==> config.mk <==
export PLATFORM = sky130hd
export DESIGN_NAME = ysyx_23060187_mem_arb
export DESIGN_NICKNAME = d
export VERILOG_FILES = /design/src/rtl/ysyx_23060187_mem_arb.sv
export SDC_FILE = /design/constraint.sdc
export NUM_CORES = 1
export LEC_CHECK = 0
export CELL_PAD_IN_SITES_DETAIL_PLACEMENT = 0
export CELL_PAD_IN_SITES_GLOBAL_PLACEMENT = 1
export CORE_ASPECT_RATIO = 0.7
export CORE_UTILIZATION = 35
export CTS_BUF_LIST = sky130_fd_sc_hd__clkbuf_8 sky130_fd_sc_hd__clkbuf_16
export CTS_CLUSTER_DIAMETER = 200
export DETAILED_ROUTE_END_ITERATION = 6
export GPL_TIMING_DRIVEN = 0
export HOLD_SLACK_MARGIN = 0.02
export PLACE_DENSITY_LB_ADDON = 0.1
export SYNTH_ARGS = -nofsm -noshare
export SYNTH_HDL_FRONTEND = slang
export SYNTH_SLANG_ARGS = --single-unit
==> constraint.sdc <==
create_clock -name clk -period 2.5 [get_ports clk]
set_input_delay 0.625 -clock clk [delete_from_list [all_inputs] [get_ports clk]]
set_output_delay 0.625 -clock clk [all_outputs]
set_load 0.02 [all_outputs]
==> src/rtl/ysyx_23060187_mem_arb.sv <==
// Two-requester (IFU/LSU) arbiter onto a single memory port, one transaction in flight,
// round-robin on ties, with a response timeout and a sticky flag for unexpected responses.
module ysyx_23060187_mem_arb #(
   parameter int TIMEOUT_CYC = 1023
) (
   input  logic        clk,
   input  logic        rst,

   input  logic        ifu_req_valid,
   input  logic [31:0] ifu_req_addr,
   output logic        ifu_req_ready,
   output logic        ifu_resp_valid,
   output logic [31:0] ifu_resp_data,

   input  logic        lsu_req_valid,
   input  logic [31:0] lsu_req_addr,
   input  logic        lsu_req_wen,
   input  logic [31:0] lsu_req_wdata,
   input  logic [3:0]  lsu_req_wmask,
   output logic        lsu_req_ready,
   output logic        lsu_resp_valid,
   output logic [31:0] lsu_resp_data,

   output logic        mem_req_valid,
   output logic [31:0] mem_req_addr,
   output logic        mem_req_wen,
   output logic [31:0] mem_req_wdata,
   output logic [3:0]  mem_req_wmask,
   input  logic        mem_req_ready,
   input  logic        mem_resp_valid,
   input  logic [31:0] mem_resp_data,

   output logic        resp_err,
   output logic        spurious_resp
);

   localparam logic [1:0]  IDLE      = 2'd0;
   localparam logic [1:0]  ISSUE     = 2'd1;
   localparam logic [1:0]  WAIT_RESP = 2'd2;
   localparam logic        OWN_IFU   = 1'b0;
   localparam logic        OWN_LSU   = 1'b1;
   localparam logic [15:0] CNT_LAST  = 16'(TIMEOUT_CYC - 1);

   logic [1:0]  state;
   logic        owner;
   logic        last_grant;
   logic [15:0] wait_cnt;
   logic        ifu_win;
   logic        lsu_win;
   logic        timeout_hit;
   logic        finish;

   // On a tie the requester that did not win last time gets the port.
   always_comb begin
      ifu_win = 1'b0;
      lsu_win = 1'b0;
      if (state == IDLE) begin
         if (ifu_req_valid && lsu_req_valid) begin
            lsu_win = (last_grant == OWN_IFU);
            ifu_win = (last_grant == OWN_LSU);
         end else begin
            ifu_win = ifu_req_valid;
            lsu_win = lsu_req_valid;
         end
      end
   end

   assign ifu_req_ready = ifu_win;
   assign lsu_req_ready = lsu_win;
   assign mem_req_valid = (state == ISSUE);
   assign timeout_hit   = (wait_cnt == CNT_LAST);
   assign finish        = (state == WAIT_RESP) && (mem_resp_valid || timeout_hit);

   always_ff @(posedge clk or negedge rst) begin
      if (!rst) begin
         state      <= IDLE;
         owner      <= OWN_IFU;
         last_grant <= OWN_IFU;
         wait_cnt   <= '0;
      end else begin
         case (state)
            IDLE: begin
               if (ifu_win || lsu_win) begin
                  owner      <= lsu_win;
                  last_grant <= lsu_win;
                  state      <= ISSUE;
               end
            end
            ISSUE: begin
               if (mem_req_ready) begin
                  wait_cnt <= '0;
                  state    <= WAIT_RESP;
               end
            end
            WAIT_RESP: begin
               wait_cnt <= wait_cnt + 16'd1;
               if (finish) begin
                  state <= IDLE;
               end
            end
            default: state <= IDLE;
         endcase
      end
   end

   // IFU requests are always reads, so their write fields are forced to zero.
   always_ff @(posedge clk or negedge rst) begin
      if (!rst) begin
         mem_req_addr  <= '0;
         mem_req_wen   <= 1'b0;
         mem_req_wdata <= '0;
         mem_req_wmask <= '0;
      end else if (lsu_win) begin
         mem_req_addr  <= lsu_req_addr;
         mem_req_wen   <= lsu_req_wen;
         mem_req_wdata <= lsu_req_wdata;
         mem_req_wmask <= lsu_req_wmask;
      end else if (ifu_win) begin
         mem_req_addr  <= ifu_req_addr;
         mem_req_wen   <= 1'b0;
         mem_req_wdata <= '0;
         mem_req_wmask <= '0;
      end
   end

   // A real response beats a timeout landing in the same cycle.
   always_ff @(posedge clk or negedge rst) begin
      if (!rst) begin
         ifu_resp_valid <= 1'b0;
         lsu_resp_valid <= 1'b0;
         ifu_resp_data  <= '0;
         lsu_resp_data  <= '0;
         resp_err       <= 1'b0;
      end else begin
         ifu_resp_valid <= finish && (owner == OWN_IFU);
         lsu_resp_valid <= finish && (owner == OWN_LSU);
         resp_err       <= finish && !mem_resp_valid;
         if (finish && (owner == OWN_IFU)) begin
            ifu_resp_data <= mem_resp_valid ? mem_resp_data : 32'h0;
         end
         if (finish && (owner == OWN_LSU)) begin
            lsu_resp_data <= mem_resp_valid ? mem_resp_data : 32'h0;
         end
      end
   end

   always_ff @(posedge clk or negedge rst) begin
      if (!rst) begin
         spurious_resp <= 1'b0;
      end else if (mem_resp_valid && (state != WAIT_RESP)) begin
         spurious_resp <= 1'b1;
      end
   end

endmodule

==> results_dict.tcl, run 1 <==
set metrics [dict create \
    drcViolationCount 0 \
    design.final.nets 1138 \
    finalCritPeriodShare_pct 97.6 \
    ctsRootBufferMaster "sky130_fd_sc_hd__clkbuf_16" \
    clk_latency_ps 420 \
    clock_path_buffers 2 \
    detail_route.first_pass.iterations 5 \
    first_pass_grt_wire_length_um 34900 \
    met1_resource_use_gr_pct 32.3 \
    place_congestion 0.801 \
    tritoncts "yes" \
    ys.flop_type "sky130_fd_sc_hd__dfrtp_1" \
    met3_demand_to_capacity_share_in_global_routing_pct 4.45 \
    antenna-diode-count 0 \
    total_leakage_power_uw 0.00456 \
    fin_ws_ps 60.4 \
    postSynthRegisterBits 156 \
    grt_overflow 0 \
    core_area_sq_um 19200 \
    setup_viol_count_final 0 \
    drtIter0Drc 553 \
    finalMaxSlewViolations 0 \
    layout.cells.most_common "sky130_fd_sc_hd__clkdlybuf4s50_1" \
    avgViaCountPerCell 5.05 \
    worst-setup-path-type "in -> out" \
    power-per-cell-area_nw_per_um2 1150 \
    place.detailed.hpwl_um 16600 \
    cts.hold.buffers_added 0 \
    synth_fp_nets 843 \
    power.ir.vdd_worst_uv 573 \
    h-tree-depth 4 \
    antenna_found_initial 0 \
    report.power.total_uw 12300 \
    drt.antenna.violating_nets 0 \
    first_global_vias 6123 \
    placement.io_buffers 277 \
    ys.warnings.count 0 \
    syn_to_final_growth_pct 53.4 \
    totalWireLength_um 22700 \
    seqCellArea_sq_um 3900 \
    io_pins 279 \
    max_cap_viol_count 0 \
    slew_headroom_pct 54.8 \
    finalNonFillerCells 1274 \
    post_synth_inst_count 702 \
    fp-row-count 42 \
    min_period_ps 2440 \
    synth-edff-count 0 \
    dp_cells 1244 \
    multiInputGateArea_sq_um 2650 \
    syn_area_sq_um 6990 \
    worst_hold_slack_ps 93.5 \
    layout.cells.most_common_list "sky130_fd_sc_hd__clkdlybuf4s50_1 (273), sky130_fd_sc_hd__dfrtp_1 (156), sky130_fd_sc_hd__a21oi_1 (73)" \
    die_w_um 171 \
    r2r_slack_ps 630 \
    fillerInstances 1783 \
    ys_types 43 \
    timing.hold.worst.class "in -> async" \
    synth.avg_cell_area_sq_um 9.96 \
    floorplan.initialDensity_pct 36.4 \
    worst-endpoint-arrival_ps 1810 \
    place_worst_setup_slack_ps -613 \
    cp-end-kind "output pin" \
    async_flop_share_pct 100 \
    routed_wire_length_per_instance_um 17.8 \
    use_met2_pct 33.0 \
    gr-max-usage-layer "met2" \
    accumulated_negative_setup_slack_ps 0 \
    peak_freq_ghz 0.410 \
    route.vias.total 6435 \
    worst-path-max-fanout 16 \
    tritoncts_num_sinks 156 \
    final_layout_size_suffix_gt1_share_pct 7.03 \
    run_status "finished, final reports clean" \
    clkTransAtPathRegs_ps 60 \
    cp_data_required_time_ps 1880 \
    cts_buffers 17 \
    worst-slew-pin-transition_ps 674 \
    gr-usage-all-layers_pct 22.2 \
    grt_max_degree 111 \
    fp.dieArea_sq_um 20600 \
    fin_worst_skew_ps 10.6 \
    die_y_um 120 \
    ys_seq_area_share_pct 55.8 \
    critical_path.startpoint_type "input pin" \
    timing_hold_violations_final 0 \
]
[kinds of logic after synthesis]
family,share of synthesized area [%]
AOI/OAI and AO/OA,22.4
and+or+nand+nor,14.9
DFF,55.8
buffers and inverters,6.37
adders and majority gates,0.358
xor gates and xnor gates,0.125
[metal layers]
| layer | up-vias | wire [um] |
|---|---|---|
| met5 | - | 0 |
| met4 | 0 | 387 |
| met3 | 22 | 1290 |
| met2 | 199 | 9970 |
| met1 | 3118 | 11000 |
| li1 | 3096 | - |
[path summary, 6_finish.rpt]
check                                     startpoint                           end  depth (start not counted)
setup / recovery                       ifu_req_valid                 lsu_req_ready                          5
hold / removal                                   rst  mem_req_wdata[2]$_DFFE_PN0P_                          1
setup reg to reg             wait_cnt[0]$_DFFE_PN0P_  ifu_resp_data[9]$_DFFE_PN0P_                          8
hold reg to reg            spurious_resp$_DFFE_PN0P_     spurious_resp$_DFFE_PN0P_                          1
max in group asynchronous                        rst   mem_req_addr[3]$_DFFE_PN0P_                          2
min in group clk           spurious_resp$_DFFE_PN0P_     spurious_resp$_DFFE_PN0P_                          1
[flip-flops by register name, summed over array words and instances (netlist names)]
name / count
mem_req_wdata: 32
wait_cnt: 16
ifu_resp_valid: 1
lsu_resp_data: 32
resp_err: 1
mem_req_wmask: 4
last_grant: 1
ifu_resp_data: 32
state: 2
spurious_resp: 1
lsu_resp_valid: 1
mem_req_wen: 1
mem_req_addr: 32
[per-stage QoR]
stage / util [%] / instance area (sq um)
2_1_floorplan: - / 6990
3_3_place_gp: 52.5 / 10100
3_5_place_dp: 52.7 / 10100
4_1_cts: 55.7 / 10700
5_1_grt: 55.8 / 10700
6_report: 55.8 / 10700
[where the power goes]
part	total, uW	internal [uW]	switching, uW	leakage, uW
registers	4080	3440	635	0.00177
logic	5610	2650	2950	0.00249
clock network	2620	1530	1080	0.000292
total	12300	7630	4670	0.00456
[timing repair]
action | CTS | global route
setup buffers | 0 | 0
gates resized for setup | 12 | 2
endpoints found under the setup margin | 3 | 2
gates cloned | 0 | 0
hold endpoints to repair | 0 | 0
[worst max-delay path: stages]
cell	delay [ps]
sky130_fd_sc_hd__clkdlybuf4s50_1	460
sky130_fd_sc_hd__nand2_1	80
sky130_fd_sc_hd__and3_1	160
sky130_fd_sc_hd__buf_6	190
sky130_fd_sc_hd__clkdlybuf4s15_2	290
[layout make-up]
class | count | area share [%]
sequential | 156 | 36.4
timing repair buffer | 278 | 26.1
multi-input combinational | 452 | 24.7
clock buffer | 19 | 4.22
tap | 264 | 3.08
buffer | 56 | 2.93
clock inverter | 13 | 1.32
inverter | 36 | 1.26
[Yosys cell counts, types with 3 or more instances]
cell type	n	area (sq um)
sky130_fd_sc_hd__dfrtp_1	156	3900
sky130_fd_sc_hd__a21oi_1	73	365
sky130_fd_sc_hd__o21ai_1	69	345
sky130_fd_sc_hd__nor2_1	67	251
sky130_fd_sc_hd__nand2b_1	66	413
sky130_fd_sc_hd__nand2_1	43	161
sky130_fd_sc_hd__a22o_1	37	324
sky130_fd_sc_hd__inv_1	36	135
sky130_fd_sc_hd__a222oi_1	32	320
sky130_fd_sc_hd__clkbuf_1	23	86.3
sky130_fd_sc_hd__buf_2	20	100
sky130_fd_sc_hd__nand3_1	7	35.0
sky130_fd_sc_hd__and3_1	6	37.5
sky130_fd_sc_hd__buf_4	6	45.0
sky130_fd_sc_hd__buf_6	6	67.6
sky130_fd_sc_hd__o21ai_0	6	30.0
sky130_fd_sc_hd__a31oi_1	5	31.3
sky130_fd_sc_hd__nor3_1	4	20.0
sky130_fd_sc_hd__o31ai_1	4	30.0
sky130_fd_sc_hd__a41oi_1	3	26.3
sky130_fd_sc_hd__and4_1	3	26.3
sky130_fd_sc_hd__buf_1	3	11.3
No activity file was read; power rests on OpenSTA's default activity.
==> run 2, diff against run 1 <==
--- a/config.mk
+++ b/config.mk
@@ -14,7 +14,8 @@
 export DETAILED_ROUTE_END_ITERATION = 6
 export GPL_TIMING_DRIVEN = 0
 export HOLD_SLACK_MARGIN = 0.02
-export PLACE_DENSITY_LB_ADDON = 0.1
+export PLACE_DENSITY_LB_ADDON = 0.3
+export SETUP_SLACK_MARGIN = 0.3
 export SYNTH_ARGS = -nofsm -noshare
 export SYNTH_HDL_FRONTEND = slang
 export SYNTH_SLANG_ARGS = --single-unit
==> run 2 against run 1 <==
Via count increased by 0.85%. Sequential cell count stayed put. Count of clock-buffer cells in the layout down 1. Core utilization up 0.64 points. Sequential share of layout area down 0.40 points. Total power up 1.4%. Critical path type is now reg -> out. Highest routed layer unchanged.
==> results_dict.tcl, run 2 (synthesis gave the netlist of run 1 again) <==
set metrics [dict create \
    io_pins 279 \
    grt_overflow 0 \
    layout.cells.most_common "sky130_fd_sc_hd__clkdlybuf4s50_1" \
    rsz0062_at_grt "false" \
    first_pass_grt_wire_length_um 35300 \
    place.detailed.hpwl_um 16700 \
    die_w_um 171 \
    fillerInstances 1729 \
    tritoncts_num_sinks 156 \
    routed_wire_length_per_instance_um 17.9 \
    core_area_sq_um 19200 \
    worst_r2r_startpoint "wait_cnt[0]$_DFFE_PN0P_" \
    run_status "finished, final reports clean" \
    avgViaCountPerCell 5.05 \
    cts_buffers 17 \
    worst-endpoint-arrival_ps 1530 \
    first_global_vias 6189 \
    accumulated_negative_setup_slack_ps 0 \
    cp_data_required_time_ps 1880 \
    detail_route.first_pass.iterations 7 \
    finalNonFillerCells 1284 \
    worst-path-max-fanout 6 \
    power.ir.vdd_worst_uv 426 \
    multiInputGateArea_sq_um 2670 \
    placedInstanceArea_sq_um 10100 \
    post-route-cell-area_sq_um 10800 \
    worst_hold_slack_ps 130 \
    clk_latency_ps 420 \
    total_leakage_power_uw 0.00462 \
    slew_headroom_pct 50.5 \
    max_cap_viol_count 0 \
    peak_freq_ghz 0.464 \
    ctsRootBufferMaster "sky130_fd_sc_hd__clkbuf_16" \
    layout.cells.most_common_list "sky130_fd_sc_hd__clkdlybuf4s50_1 (271), sky130_fd_sc_hd__dfrtp_1 (155), sky130_fd_sc_hd__a21oi_1 (73)" \
    timing_hold_violations_final 0 \
    antenna_found_initial 0 \
    clkTransAtPathRegs_ps 60 \
    setup_viol_count_final 0 \
    tritoncts "yes" \
    antenna-diode-count 0 \
    timing.critical_path.from "state[0]$_DFFE_PN0P_" \
    worst-setup-path-type "reg -> out" \
    fp.dieArea_sq_um 20600 \
    critical_path.startpoint_type "flop" \
    die_y_um 120 \
    finalCritPeriodShare_pct 86.2 \
    worst-slew-pin-transition_ps 738 \
    drt.antenna.violating_nets 0 \
    grt_max_degree 92 \
    power-per-cell-area_nw_per_um2 1150 \
    final_layout_size_suffix_gt1_share_pct 8.24 \
    clock_path_buffers 2 \
    timing.hold.worst.class "in -> async" \
    gr-usage-all-layers_pct 22.5 \
    drtIter0Drc 605 \
    end_of_flow_core_utilization_pct 56.4 \
    finalMaxSlewViolations 0 \
    min_period_ps 2150 \
    totalWireLength_um 22900 \
    floorplan.initialDensity_pct 36.4 \
    place_congestion 0.790 \
    design.final.nets 1149 \
    syn_to_final_growth_pct 55.1 \
    dp_cells 1244 \
    placement.io_buffers 277 \
    fin_worst_skew_ps 9.49 \
    drcViolationCount 0 \
    seqCellArea_sq_um 3910 \
    h-tree-depth 4 \
    route.vias.total 6490 \
    fp-row-count 42 \
    cp-end-kind "output pin" \
]
[run 2: cell types whose count changed in the layout (fill, tap and decap cells not counted), moves of 2 or more]
cell                              delta
sky130_fd_sc_hd__buf_4               +9
sky130_fd_sc_hd__and3_4              +2
sky130_fd_sc_hd__clkdlybuf4s50_1     -2
sky130_fd_sc_hd__inv_6               -3
sky130_fd_sc_hd__buf_8               +2
sky130_fd_sc_hd__buf_6               +2
[run 2: final cells by class]
cell class,instances,share of cell area [%]
buffer,58,3.17
clock buffer,18,4.05
clock inverter,13,1.41
inverter,36,1.25
multi-input combinational,452,24.6
sequential,156,36.0
tap,264,3.04
timing repair buffer,287,26.5
[run 2: what timing repair did]
action                                  4_1_cts  5_1_grt
resized for setup                            27        9
hold buffers                                  0        0
setup buffers                                 4        5
endpoints found under the hold margin         0        0
pin swaps                                     0        1
endpoints found under the setup margin        3        3
[run 2: where the power goes]
group	internal [uW]	total, uW	switching (uW)
logic	2780	5780	3000
registers	3450	4070	620
clock network	1580	2630	1050
[run 2: routing by layer]
metal | GRT usage [%] | part of all wire (%) | up-vias
met3 | 5.53 | 7.1 | 31
met5 | 0 | 0 | -
met1 | 31.7 | 46 | 3134
met4 | 7.37 | 2.0 | 0
met2 | 33.9 | 44 | 210
li1 | - | - | 3115
[run 2: critical path, cell delays in order (launching register included)]
cell and delay (ps):
sky130_fd_sc_hd__dfrtp_2 420, sky130_fd_sc_hd__nor2_4 150, sky130_fd_sc_hd__and3_4 200, sky130_fd_sc_hd__buf_6 120, sky130_fd_sc_hd__buf_8 110, sky130_fd_sc_hd__buf_6 110
[run 2: final timing paths]
kind | endpoint | slack [ps] | depth (start not counted)
setup reg to reg | ifu_resp_data[1]$_DFFE_PN0P_ | 660 | 8
max in group asynchronous | ifu_resp_data[9]$_DFFE_PN0P_ | 1530 | 2
hold / removal | mem_req_wdata[9]$_DFFE_PN0P_ | 130 | 1
setup / recovery | ifu_req_ready | 350 | 5
hold reg to reg | spurious_resp$_DFFE_PN0P_ | 470 | 1
min in group clk | spurious_resp$_DFFE_PN0P_ | 470 | 1
[run 2: per-stage QoR]
step	setup slack [ps]	total power [uW]
after floorplan	657	6990
after global placement	-5970	9680
after detailed placement	-595	9730
after CTS	262	12500
after global routing	286	13200
final	346	12500
